--- src/rtl/stdp_controller.sv ---
// STDP sequencer: timestamps pre/post spikes and applies halving-decay LTP/LTD
// steps to a saturating synaptic weight through an IDLE/CALC/APPLY FSM.
module stdp_controller #(
  parameter int W_WIDTH = 8,
  parameter int T_WIDTH = 4,
  parameter int WINDOW  = 8,
  parameter int A_PLUS  = 16,
  parameter int A_MINUS = 16,
  parameter int W_INIT  = 16
) (
  input  logic               clk,
  input  logic               rst,
  input  logic               pre_spike,
  input  logic               post_spike,
  input  logic               learn_en,
  input  logic               weight_load,
  input  logic [W_WIDTH-1:0] weight_in,
  output logic [W_WIDTH-1:0] weight,
  output logic               busy,
  output logic               update_done,
  output logic               update_dir,
  output logic [7:0]         drop_cnt
);

  localparam logic [T_WIDTH-1:0] WIN  = T_WIDTH'(WINDOW);
  localparam logic [W_WIDTH-1:0] AMPP = W_WIDTH'(A_PLUS);
  localparam logic [W_WIDTH-1:0] AMPM = W_WIDTH'(A_MINUS);

  typedef enum logic [1:0] {IDLE, CALC, APPLY} state_t;
  state_t state;

  logic [T_WIDTH-1:0] pre_cnt, post_cnt, dt;
  logic               pre_vld, post_vld, dir;
  logic               ev_ltp, ev_ltd, event_hit;
  logic [W_WIDTH-1:0] result, amp, delta, sat;
  logic [W_WIDTH:0]   sum, diff;

  // Counters restart at 1 on their own spike, so the registered value seen at
  // the partner spike is exactly the edge distance between the two.
  always_ff @(posedge clk) begin
    if (rst) begin
      pre_cnt <= '0;
      pre_vld <= 1'b0;
    end else if (pre_spike) begin
      pre_cnt <= T_WIDTH'(1);
      pre_vld <= 1'b1;
    end else if (pre_vld) begin
      if (pre_cnt >= WIN) pre_vld <= 1'b0;
      else                pre_cnt <= pre_cnt + 1'b1;
    end
  end

  always_ff @(posedge clk) begin
    if (rst) begin
      post_cnt <= '0;
      post_vld <= 1'b0;
    end else if (post_spike) begin
      post_cnt <= T_WIDTH'(1);
      post_vld <= 1'b1;
    end else if (post_vld) begin
      if (post_cnt >= WIN) post_vld <= 1'b0;
      else                 post_cnt <= post_cnt + 1'b1;
    end
  end

  assign ev_ltp    = learn_en & post_spike & ~pre_spike & pre_vld;
  assign ev_ltd    = learn_en & pre_spike & ~post_spike & post_vld;
  assign event_hit = ev_ltp | ev_ltd;

  always_comb begin
    amp   = dir ? AMPP : AMPM;
    delta = amp >> (dt - 1'b1);
    sum   = {1'b0, weight} + {1'b0, delta};
    diff  = {1'b0, weight} - {1'b0, delta};
    if (dir) sat = sum[W_WIDTH]  ? '1 : sum[W_WIDTH-1:0];
    else     sat = diff[W_WIDTH] ? '0 : diff[W_WIDTH-1:0];
  end

  always_ff @(posedge clk) begin
    if (rst) begin
      state       <= IDLE;
      weight      <= W_WIDTH'(W_INIT);
      busy        <= 1'b0;
      update_done <= 1'b0;
      update_dir  <= 1'b0;
      drop_cnt    <= '0;
      dt          <= '0;
      dir         <= 1'b0;
      result      <= '0;
    end else begin
      update_done <= 1'b0;
      if (weight_load) begin
        weight <= weight_in;
        state  <= IDLE;
        busy   <= 1'b0;
      end else begin
        case (state)
          IDLE: if (event_hit) begin
            dt    <= ev_ltp ? pre_cnt : post_cnt;
            dir   <= ev_ltp;
            state <= CALC;
            busy  <= 1'b1;
          end
          CALC: begin
            result <= sat;
            state  <= APPLY;
            busy   <= 1'b1;
            if (event_hit && drop_cnt != 8'hFF) drop_cnt <= drop_cnt + 1'b1;
          end
          APPLY: begin
            weight      <= result;
            update_done <= 1'b1;
            update_dir  <= dir;
            // back-to-back: an event on the write edge is accepted directly
            if (event_hit) begin
              dt    <= ev_ltp ? pre_cnt : post_cnt;
              dir   <= ev_ltp;
              state <= CALC;
              busy  <= 1'b1;
            end else begin
              state <= IDLE;
              busy  <= 1'b0;
            end
          end
          default: begin
            state <= IDLE;
            busy  <= 1'b0;
          end
        endcase
      end
    end
  end

endmodule

--- config.mk ---
export PLATFORM = sky130hd
export DESIGN_NAME = stdp_controller
export DESIGN_NICKNAME = d
export VERILOG_FILES = /design/src/rtl/stdp_controller.sv
export SDC_FILE = /design/constraint.sdc
export NUM_CORES = 1
export LEC_CHECK = 0
export ABC_AREA = 1
export CELL_PAD_IN_SITES_DETAIL_PLACEMENT = 0
export CELL_PAD_IN_SITES_GLOBAL_PLACEMENT = 1
export CORE_MARGIN = 4
export CORE_UTILIZATION = 44
export CTS_BUF_LIST = sky130_fd_sc_hd__clkbuf_8
export CTS_CLUSTER_SIZE = 10
export DETAILED_ROUTE_END_ITERATION = 12
export MAX_ROUTING_LAYER = met4
export PLACE_DENSITY_LB_ADDON = 0.12
export SYNTH_ARGS = -nofsm -noshare
export SYNTH_HDL_FRONTEND = slang
export SYNTH_SLANG_ARGS = --single-unit
export TNS_END_PERCENT = 30
--- constraint.sdc ---
create_clock -name clk -period 3.5 [get_ports clk]
set_input_delay 0.7 -clock clk [delete_from_list [all_inputs] [get_ports clk]]
set_output_delay 0.7 -clock clk [all_outputs]
set_load 0.03 [all_outputs]
## After elaboration in Yosys (flattened, before gate mapping)

Cells that the tools add are included.

- Equality and inequality tests: 6
- Add/sub/neg operators: 6
- Multiply operators: 0
- Magnitude comparators: 2
- Reduce and logical (&&, ||, !) cells: 17
- Mux-type cells: 25
- Shift-type cells: 1
- Bitwise logic cells: 12
- Divide/modulo/power cells: 0

Operator list:

| operator | number |
|---|---|
| 8-bit two-way mux | 5 |
| 1-bit two-way mux | 16 |
| 2-bit AND reduction | 6 |
| 8-bit by 8-bit adder with 9-bit output | 1 |
| 8-bit by 8-bit subtractor with 9-bit output | 1 |
| 4-bit by 1-bit adder with 4-bit output (second input constant) | 2 |
| 8-bit by 1-bit adder with 8-bit output (second input constant) | 1 |
| 4-bit >= comparator (second input constant) | 2 |
| 8-bit != test (second input constant) | 1 |
| 2-bit OR reduction | 4 |
| 5-bit by 4-bit right shift with 8-bit output (first input constant) | 1 |
| 1-bit bitwise AND | 6 |
| 2-bit != test (second input constant) | 3 |
| 2-bit one-hot mux with 3 select lines | 1 |
| 3-bit AND reduction | 2 |
| 2-bit nonzero test | 3 |
| 1-bit inverter | 5 |
| 4-bit two-way mux | 1 |
| 4-bit by 1-bit subtractor with 4-bit output (second input constant) | 1 |
| 1-bit one-hot mux with 3 select lines | 1 |
| 2-bit by 1-bit equality test with 1-bit output (second input constant) | 1 |
| 2-bit equality test (second input constant) | 1 |
| 2-bit zero test | 1 |
| 2-bit two-way mux | 1 |
| 2 further kinds | 2 |

- Bits in latches: 0
- RAM bits: 0
- Memories: 0
- Register bits: 44
- Bits in read-only memories: 0
- Word-level logic and storage cells: 84

## Depth between registers and ports, before layout

- Depth after elaboration: 6
- Depth in mapped cells: 17
- Gate-level depth less buffers: 17

## Worst setup path before layout

No wires, ideal clock.

- Kind: flip-flop to flip-flop
- Start point: reg dt[0]
- End point: reg result[6]
- Stages on the path, launching flop included: 18
- Arrival time: 1964 ps
- Slack: 1427 ps
- Path buffers: 0
- Setup time: 109 ps
- Path through: dfxtp_1 -> inv_1 -> nor2_1 -> inv_1 -> nor3_1 -> ha_1 -> inv_1 -> fa_1 -> nand3_1 -> nand2_1 -> nand2_1 -> nand2_1 -> nand2_1 -> nand2_1 -> nand2_1 -> nand3_1 -> nand2_1 -> inv_1

- Longest elaborated chain between the ends: 5

RTL lines:

| item | line | text |
|---|---|---|
| start, declared | 32 | `logic [T_WIDTH-1:0] pre_cnt, post_cnt, dt;` |
| start signal, assigned | 99 | `dt <= ev_ltp ? pre_cnt : post_cnt;` |
| start signal, assigned | 116 | `dt <= ev_ltp ? pre_cnt : post_cnt;` |
| 4-bit by 1-bit subtractor with 4-bit output * | 72 | `delta = amp >> (dt - 1'b1);` |
| 5-bit by 4-bit right shift with 8-bit output * | 72 |  |
| 8-bit by 8-bit subtractor with 9-bit output / 8-bit by 8-bit adder with 9-bit output (equally long branches) | 74, 73 |  |
| 8-bit two-way mux (on tied branches) | 76, 75 |  |
| 8-bit two-way mux * | 75 | `if (dir) sat = sum[W_WIDTH] ? '1 : sum[W_WIDTH-1:0];` |
| end signal, assigned | 105 | `result <= sat;` |
| end, declared | 35 | `logic [W_WIDTH-1:0] result, amp, delta, sat;` |

Every way passes the cells marked *; elsewhere a longest branch is shown, timed or not.
A chain may end at the register's enable or synchronous reset.

## Worst setup path in the final report

Ends and elaborated chain as after synthesis.

==> run metrics <==
Initial Util=45.1%; Critical Path AT=2.56 ns; Die Ht=85.7 um; clk buf depth=2; Root Driver=clkbuf_8; Synth Register Bits=44; fin. max-slew vios=0; Clk pwr share=39.1%; vias after detailed routing=2510; WL/cell=12.8 um; Required @ worst endpoint=3.69 ns; Synth Flop Type=dfxtp_1; syn nets=425; status=finished clean; Leak=1.34 nW; H-tree Lvls=2; # setup viols final=0; Worst Skew=0.0109 ns; final hold vios=0; GRT Util Overall=19.5%; share of the synthesized area in the top cell type=33.2%; leading area contributor after synthesis=dfxtp_1; max incr delay on CP=0.41 ns; initial DRC count=97; drc violations=0; mapped cell area=2660 um2; vias in the first global route=2521; DRT Wirelength=6380 um; Synth area leaders=dfxtp_1, nand2_1, a21oi_1, inv_1, ha_1; CP Max Fanout=3; min Tclk post-route=2.37 ns; CTS tree=done; Internal Power=0.000864 W; total CTS buffers=5; fmax=422 MHz; Rel. slew slack=54.2%; worst skew pair latency=0.29 ns; CP dominant cell by count=nand2_1; Detailed Place HPWL=4780 um; GR Overflow Total=0; global-route wire length before repair=11400 um; Power Density=367 nW/um2; critical setup path kind=reg -> reg; I/O pins=33; cell count after synthesis=393; P_sw=0.000299 W; area grow syn2layout=19.4%; Final Cycle Share=67.7%; diodes inserted=0; layout cells sized above 1=5.42%; PortBufs=32; drt pass-1 iters=4; post-synthesis async set-or-reset flop share=0%; post-CTS setup buffers=0; RSZ-0062 raised after global routing=false; largest net degree at the start of global routing=24; number of enable flip-flop cells after synthesis=0; DR vias/cell=5.03; Sw Share=25.7%; row cnt=28; Reg power frac=45.7%; fin nets=456; Worst Path Buf+Inv=4; CTS Hold Bufs=0; cell breakdown of the critical path=inv_1, nor2_1, inv_1, nor3_1, ha_1, inv_1, fa_1, nand3_1, nand2_1, nand2_1, nand2_1, nand2_1, nand2_1, nand2_1, nand3_1, nand2_1, inv_1; VDD IR max=0.000181 V; post-synth cell types=33; initial antenna violation count=0; overall power=0.00116 W; DRT antenna net count=0; worst slew pin tran=0.686 ns; Syn Area/Cell=6.76 um2; Worst Hold Class=reg -> reg; GP Congestion=0.889; commonest non-fill, non-tap cell in the layout=nand2_1; crit-path leading delay family=simple AND/OR/NAND/NOR gates; TritonCTS Sinks=44; clock slew seen by the registers of the worst setup and hold paths=0.09 ns; post-cts sizing count=0; CP startpoint kind=flop; Logic pwr share=15.2%; setup_tns=0 ns; max-cap violations=0; core area=5890 um2; Seq/Total Area, Yosys=33.2%; slowest CP cell=fa_1; crit end category=flop; most frequent cells in the layout=nand2_1, inv_1, a21oi_1, dfxtp_1, nor2_1; DIE AREA=7340 um2; Reg2Reg Setup Slack=1.13 ns; Die X=85.7 um; yosys warns=0
==> worst paths after layout <==
path,start,end,depth (start not counted)
worst max-delay path,dt[0],result[6],17
worst min-delay path,result[0],result[0],2
worst max register to register,dt[0],result[6],17
worst min register to register,result[0],result[0],2
==> metal layers <==
layer	GRT usage (%)	part of all wire [%]	up-vias
met1	24.9	50	1131
met2	31.6	47	35
met3	3.17	1.8	8
met4	5.90	1.2	0
met5	-	0	-
li1	-	-	1336
==> layout make-up <==
cell class / instances / area (um2)
timing repair buffer: 35 / 343
clock inverter: 2 / 60.1
tap: 75 / 93.8
fill: 591 / 2720
clock buffer: 5 / 68.8
inverter: 60 / 225
sequential: 44 / 881
multi-input combinational: 278 / 1500
==> registers in the layout, indices dropped and copies added, names as in the netlist, 2 cells and up <==
name and flops:
state 2, drop_cnt 8, dt 4, weight 8, post_cnt 4, result 8
pre_cnt 4
==> power groups by stage <==
stage,Combinational (W),Clock [W],Sequential (W)
after floorplan,0.000110,0,0.000551
after global placement,0.000177,0,0.000543
after detailed placement,0.000176,0,0.000543
after CTS,0.000177,0.000472,0.000532
after global routing,0.000200,0.000489,0.000534
final,0.000176,0.000455,0.000532
==> kinds of logic after synthesis <==
family | after synthesis | share of synthesized area [%]
AO/OA/AOI/OAI | 85 | 17.0
flip-flops | 44 | 33.2
AND/OR/NAND/NOR | 170 | 28.7
adder cells (fa/ha/maj) | 18 | 9.05
XOR/XNOR | 5 | 1.65
buffers and inverters | 71 | 10.4
==> synthesized netlist by cell type, types with 4 or more instances <==
master and count:
nand2_1 76, inv_1 55, a21oi_1 49, dfxtp_1 44, nor2_1 38, nand3_1 31
o21ai_0 28, ha_1 16, nor3_1 6, clkbuf_1 5, inv_2 5, buf_2 4
nand3b_1 4, nand4_1 4, xor2_1 4
==> per-stage QoR <==
step | worst slack, ns | cell area, um2 | utilization (%) | hold slack, ns | std cells
floorplan | 1.43 | 2660 | - | 0.445 | 393
global placement | 1.16 | 3040 | 51.7 | 0.458 | 492
detailed placement | 1.11 | 3040 | 51.7 | 0.462 | 492
CTS | 1.12 | 3170 | 53.9 | 0.476 | 499
global route | 0.840 | 3170 | 53.9 | 0.521 | 499
finish | 1.13 | 3170 | 53.9 | 0.470 | 499
==> worst reg2reg max path, stage by stage, from the launching register on <==
cell and delay, ns:
dfxtp_1 0.36, inv_1 0.08, nor2_1 0.09, inv_1 0.05
nor3_1 0.29, ha_1 0.21, inv_1 0.05, fa_1 0.41
nand3_1 0.12, nand2_1 0.09, nand2_1 0.12, nand2_1 0.06
nand2_1 0.06, nand2_1 0.05, nand2_1 0.05, nand3_1 0.09
nand2_1 0.07, inv_1 0.03
(Power assumes the default switching activity.)
==> patch 1: new RTL, same flow settings <==
`WINDOW`: 8 -> 7.
--- a/src/rtl/stdp_controller.sv
+++ b/src/rtl/stdp_controller.sv
@@ -3,7 +3,7 @@
 module stdp_controller #(
   parameter int W_WIDTH = 8,
   parameter int T_WIDTH = 4,
-  parameter int WINDOW  = 8,
+  parameter int WINDOW  = 7,
   parameter int A_PLUS  = 16,
   parameter int A_MINUS = 16,
   parameter int W_INIT  = 16
Function: changed (a bounded check fails within 10 cycles, from zero or initial values and one cycle with rst high).
==> patch 1 against the original RTL <==
  * Die area fell by 0.13%
  * Power fell by 11%
  * Design area fell by 1.9%
  * Sequential cell count did not move
  * Via count rose by 0.40%
  * Utilization fell by 1.0 points
  * Routed wire length fell by 0.34%
  * Synthesized cell count rose by 0.76%
  * Synthesized area fell by 0.14%
  * Critical endpoint is now result[7]
  * Setup slack got worse by 66 ps
==> patch 1: results (changes against the original RTL) <==
Layout
  – Final Cell Area: 0.003110 mm2 (-1.9%)
  – Filler cells: 638 (+8.0%)
  – Fraction of final layout cells with drive strength greater than 1: 6.323% (+0.90 points)

Synthesis
  – Post-Syn Nets: 426 (+0.24%)
  – Top post-synthesis cells by count: nand2_1, inv_1, a21oi_1, dfxtp_1, nor2_1
  – Top post-synthesis cells by area: dfxtp_1, nand2_1, a21oi_1
  – Cells after synthesis: 396 (+0.76%)
  – Sequential-to-total area share from yosys stat: 33.22% (+0.047 points)
  – Count of cell types in the netlist: 38 (+15%)

Place
  – Hpwl dp: 4.787 mm (+0.13%)
  – Placer Congestion: 0.8738 (-1.7%)
  – DP Area: 0.003017 mm2 (-0.82%)

Global route
  – Total GRT Usage: 19.14% (-0.31 points)
  – First-pass GRT wire length: 10.98 mm (-3.7%)

Timing
  – Worst Hold Margin: 473.9 ps (+3.927 ps)
  – Tcrit/Tclk final: 69.62% (+1.9 points)
  – Worst-Margin Slew: 652.0 ps (-33.55 ps)

Power and ir drop
  – Overall power: 0.001039 W (-11%)
  – Clk pwr: 0.000334 W (-27%)
  – Leakage: 1.334 nW (-0.39%)
  – Cell-internal power: 0.0007385 W (-15%)

Worst setup path
  – Max FO, Critical Path: 6 (+3)
  – CP max stage delay: 460 ps (+50 ps)
  – Slowest-stage cell, CP: nor4_1
  – R2R Path End: result[7]
  – Worst reg2reg path depth: 13 (-4)
  – CP Data Arrival Time: 2640 ps (+80 ps)

Drt
  – Met2 Routed Length: 3.127 mm (+4.8%)
  – Routed len/inst: 12.67 um (-0.94%)
  – Final wirelength: 6.361 mm (-0.34%)
  – Vias post-DR: 2,520 (+0.40%)

Outcome
  – Status: completed
-- patch 1: changes by cell type after synthesis, moves of 2 or more --
cell      before  now
o21ai_1        1    7
nand2_1       76   81
o21ai_0       28   23
clkbuf_1       5    1
a21oi_1       49   46
inv_1         55   58
inv_2          5    8
buf_1          1    3
ha_1          16   14
nand2_2        2    0
nand3_1       31   29
nand3b_1       4    2
-- patch 1: metal layers --
metal	vias up	GRT usage (%)
li1	1328	-
met1	1129	22.07
met2	54	33.33
met3	9	3.170
met4	0	7.050
met5	-	-
-- patch 1: cell families after synthesis --
kind of cell | after synthesis | synth area share [%]
and+or+nand+nor | 173 | 29.54
AOI/OAI and AO/OA | 80 | 15.53
buffers and inverters | 78 | 11.94
adders and majority gates | 16 | 8.117
DFF | 44 | 33.22
xor gates and xnor gates | 5 | 1.652
-- patch 1: cell type report --
cell class	count	share of cell area [%]
clock buffer	6	2.655
timing repair buffer	34	10.78
tap	75	3.017
clock inverter	2	0.3620
sequential	44	28.32
multi-input combinational	274	46.74
inverter	67	8.125
==> patch 2: new RTL, same settings <==
Made on the original files. Add an input register stage for `pre_spike`, `post_spike`, `learn_en`, `weight_load` and `weight_in`; this delays them by one clock.
--- a/src/rtl/stdp_controller.sv
+++ b/src/rtl/stdp_controller.sv
@@ -27,6 +27,21 @@
   localparam logic [W_WIDTH-1:0] AMPM = W_WIDTH'(A_MINUS);
 
   typedef enum logic [1:0] {IDLE, CALC, APPLY} state_t;
+
+  logic pre_spike_q;
+  logic post_spike_q;
+  logic learn_en_q;
+  logic weight_load_q;
+  logic [W_WIDTH-1:0] weight_q;
+
+  always_ff @(posedge clk) begin
+    pre_spike_q   <= pre_spike;
+    post_spike_q  <= post_spike;
+    learn_en_q    <= learn_en;
+    weight_load_q <= weight_load;
+    weight_q      <= weight_in;
+  end
+
   state_t state;
 
   logic [T_WIDTH-1:0] pre_cnt, post_cnt, dt;
@@ -41,7 +56,7 @@
     if (rst) begin
       pre_cnt <= '0;
       pre_vld <= 1'b0;
-    end else if (pre_spike) begin
+    end else if (pre_spike_q) begin
       pre_cnt <= T_WIDTH'(1);
       pre_vld <= 1'b1;
     end else if (pre_vld) begin
@@ -54,7 +69,7 @@
     if (rst) begin
       post_cnt <= '0;
       post_vld <= 1'b0;
-    end else if (post_spike) begin
+    end else if (post_spike_q) begin
       post_cnt <= T_WIDTH'(1);
       post_vld <= 1'b1;
     end else if (post_vld) begin
@@ -63,8 +78,8 @@
     end
   end
 
-  assign ev_ltp    = learn_en & post_spike & ~pre_spike & pre_vld;
-  assign ev_ltd    = learn_en & pre_spike & ~post_spike & post_vld;
+  assign ev_ltp    = learn_en_q & post_spike_q & ~pre_spike_q & pre_vld;
+  assign ev_ltd    = learn_en_q & pre_spike_q & ~post_spike_q & post_vld;
   assign event_hit = ev_ltp | ev_ltd;
 
   always_comb begin
@@ -89,8 +104,8 @@
       result      <= '0;
     end else begin
       update_done <= 1'b0;
-      if (weight_load) begin
-        weight <= weight_in;
+      if (weight_load_q) begin
+        weight <= weight_q;
         state  <= IDLE;
         busy   <= 1'b0;
       end else begin
Behaviour: not the same (a bounded check fails within 4 cycles, from zero or initial values and one cycle with rst high).
==> patch 2 against the original RTL <==
  * Sequential cell count grew 12
  * Design area grew 7.1%
  * Setup slack lost 98 ps
  * Count of clock-buffer cells in the layout grew 1
  * Routed wire length grew 3.3%
  * Power grew 2.9%
  * Clock power shrank 22%
  * Synthesized area grew 12%
  * Highest routed layer unchanged
==> patch 2: results (changes against the original RTL) <==
Place
  – Hpwl dp: 5.101 mm (+6.7%)
  – I/O Buffers: 32 (unchanged)
  – Placer Congestion: 0.8257 (-7.2%)
  – Post-Place Cells: 498 (+1.2%)

Layout
  – Post-route insts no fill: 505 (+1.2%)
  – Antenna cell count: 0 (unchanged)
  – Fraction of final layout cells with drive strength greater than 1: 6.542% (+1.1 points)
  – Filler cells: 649 (+9.8%)
  – Fin nets: 460 (+0.88%)

Clock network
  – Reg clk slew, reported paths: 100 ps
  – CTS buffer count: 5 (unchanged)
  – Setup Buffers After CTS: 0 (unchanged)
  – Worst skew pair latency: 300 ps
  – PostCTS Resize Cnt: 0 (unchanged)

Worst setup path
  – Source of the critical timing path: weight[5]
  – CP Data Arrival Time: 1770 ps (-790 ps)
  – Slowest-stage cell, CP: clkdlybuf4s50_1
  – CP top delay family: buffers and inverters
  – FF-to-FF Start: dt[0]
  – CP max stage delay: 780 ps (+370 ps)
  – Max FO, Critical Path: 14 (+11)

Global route
  – Largest net degree at the start of global routing: 26 (+8.3%)
  – First-pass GRT wire length: 11.20 mm (-1.8%)
  – Vias in the first global route: 2,342 (-7.1%)
  – Total GRT Usage: 17.06% (-2.4 points)

Synthesis
  – Ys Warns: 0 (unchanged)
  – Top post-synthesis cells by area: dfxtp_1, nand2_1, inv_1
  – Cells after synthesis: 402 (+2.3%)
  – Post-Syn Nets: 434 (+2.1%)
  – Count of cell types in the netlist: 39 (+18%)
  – Main synth FF type: dfxtp_1
  – Async SR Flop Fraction: 0% (unchanged)
  – Top post-synthesis cells by count: nand2_1, dfxtp_1, inv_1, a21oi_1, nor2_1
  – Sequential-to-total area share from yosys stat: 37.77% (+4.6 points)

Drt
  – Routed len/inst: 13.06 um (+2.1%)
  – Vias post-DR: 2,586 (+3.0%)
  – DR pass1 iterations: 5 (+1)
  – Initial DRC count: 169 (+74%)

Worst hold path
  – Worst hold path type: reg -> reg
  – HP Start: result[3]

Power and ir drop
  – Peak supply drop: 0.0002076 V (+15%)
  – Leakage: 1.410 nW (+5.3%)

Timing
  – Worst-Margin Slew: 632.6 ps (-52.92 ps)
  – Skew final: 11.43 ps (+0.5154 ps)

Outcome
  – Status: completed
[patch 2: changes by cell type in the layout (fill, tap and decap cells not counted), moves of 4 or more]
cell     before  now
nand2_1      76   88
dfxtp_1      44   56
o21ai_1       1    6
o21ai_0      28   16
nor2_1       38   29
nand2_2       2    6
a21oi_1      49   33
nand4_1       4    8
a31oi_1       1    6
[patch 2: final timing paths]
kind | endpoint | cells after the start | slack [ps]
max | weight[5] | 1 | 1030
min | weight[3] | 2 | 450
max reg2reg | result[7] | 15 | 1090
min reg2reg | weight[3] | 2 | 450
[patch 2: worst reg2reg max path: stages (launching register included)]
cell and delay (ps):
dfxtp_1 360, inv_1 70, nor2_1 80, inv_1 50
nor3_1 280, ha_1 210, inv_1 50, fa_1 410
nand3_1 130, nand3_1 130, nand2_1 140, nand3_1 110
nand2_1 80, nand2_1 50, nand3_1 90, a21oi_1 70
[patch 2: layout make-up]
type | count | share of cell area, %
clock inverter | 1 | 0.2580
sequential | 56 | 33.03
timing repair buffer | 33 | 9.657
tap | 77 | 2.838
clock buffer | 6 | 2.433
inverter | 60 | 6.708
multi-input combinational | 272 | 45.08
[patch 2: stage by stage]
stage	utilization (%)	cell area [um2]	setup slack, ps	hold slack, ps
floorplan	-	2968	1412	430.5
global placement	51.14	3303	1120	447.5
detailed placement	51.14	3303	1106	455.2
CTS	52.56	3395	1017	457.4
global route	52.56	3395	779.7	490.6
finish	52.56	3395	1031	452.0
[patch 2: where the power goes]
group | switching, W | leakage, nW | internal (W) | total [W]
clock network | 0.000198 | 0.0473 | 0.000158 | 0.000356
logic | 0.0000939 | 0.904 | 0.0000643 | 0.000158
registers | 0.0000254 | 0.459 | 0.000657 | 0.000683
total | 0.000317 | 1.41 | 0.000880 | 0.00120
[patch 2: per-layer routing]
layer,up-vias,wire length [um],track usage [%]
met3,4,316,3.339
li1,1345,-,-
met1,1177,3274,24.14
met4,0,60,4.209
met5,-,0,-
met2,60,2944,25.02
[patch 2: kinds of logic after synthesis]
kind of cell               count (synthesis)  synth area share [%]
xor gates and xnor gates                   8                 2.361
and+or+nand+nor                          173                 27.32
AOI/OAI and AO/OA                         73                 13.79
DFF                                       56                 37.77
adders and majority gates                 18                 8.094
buffers and inverters                     74                 10.67
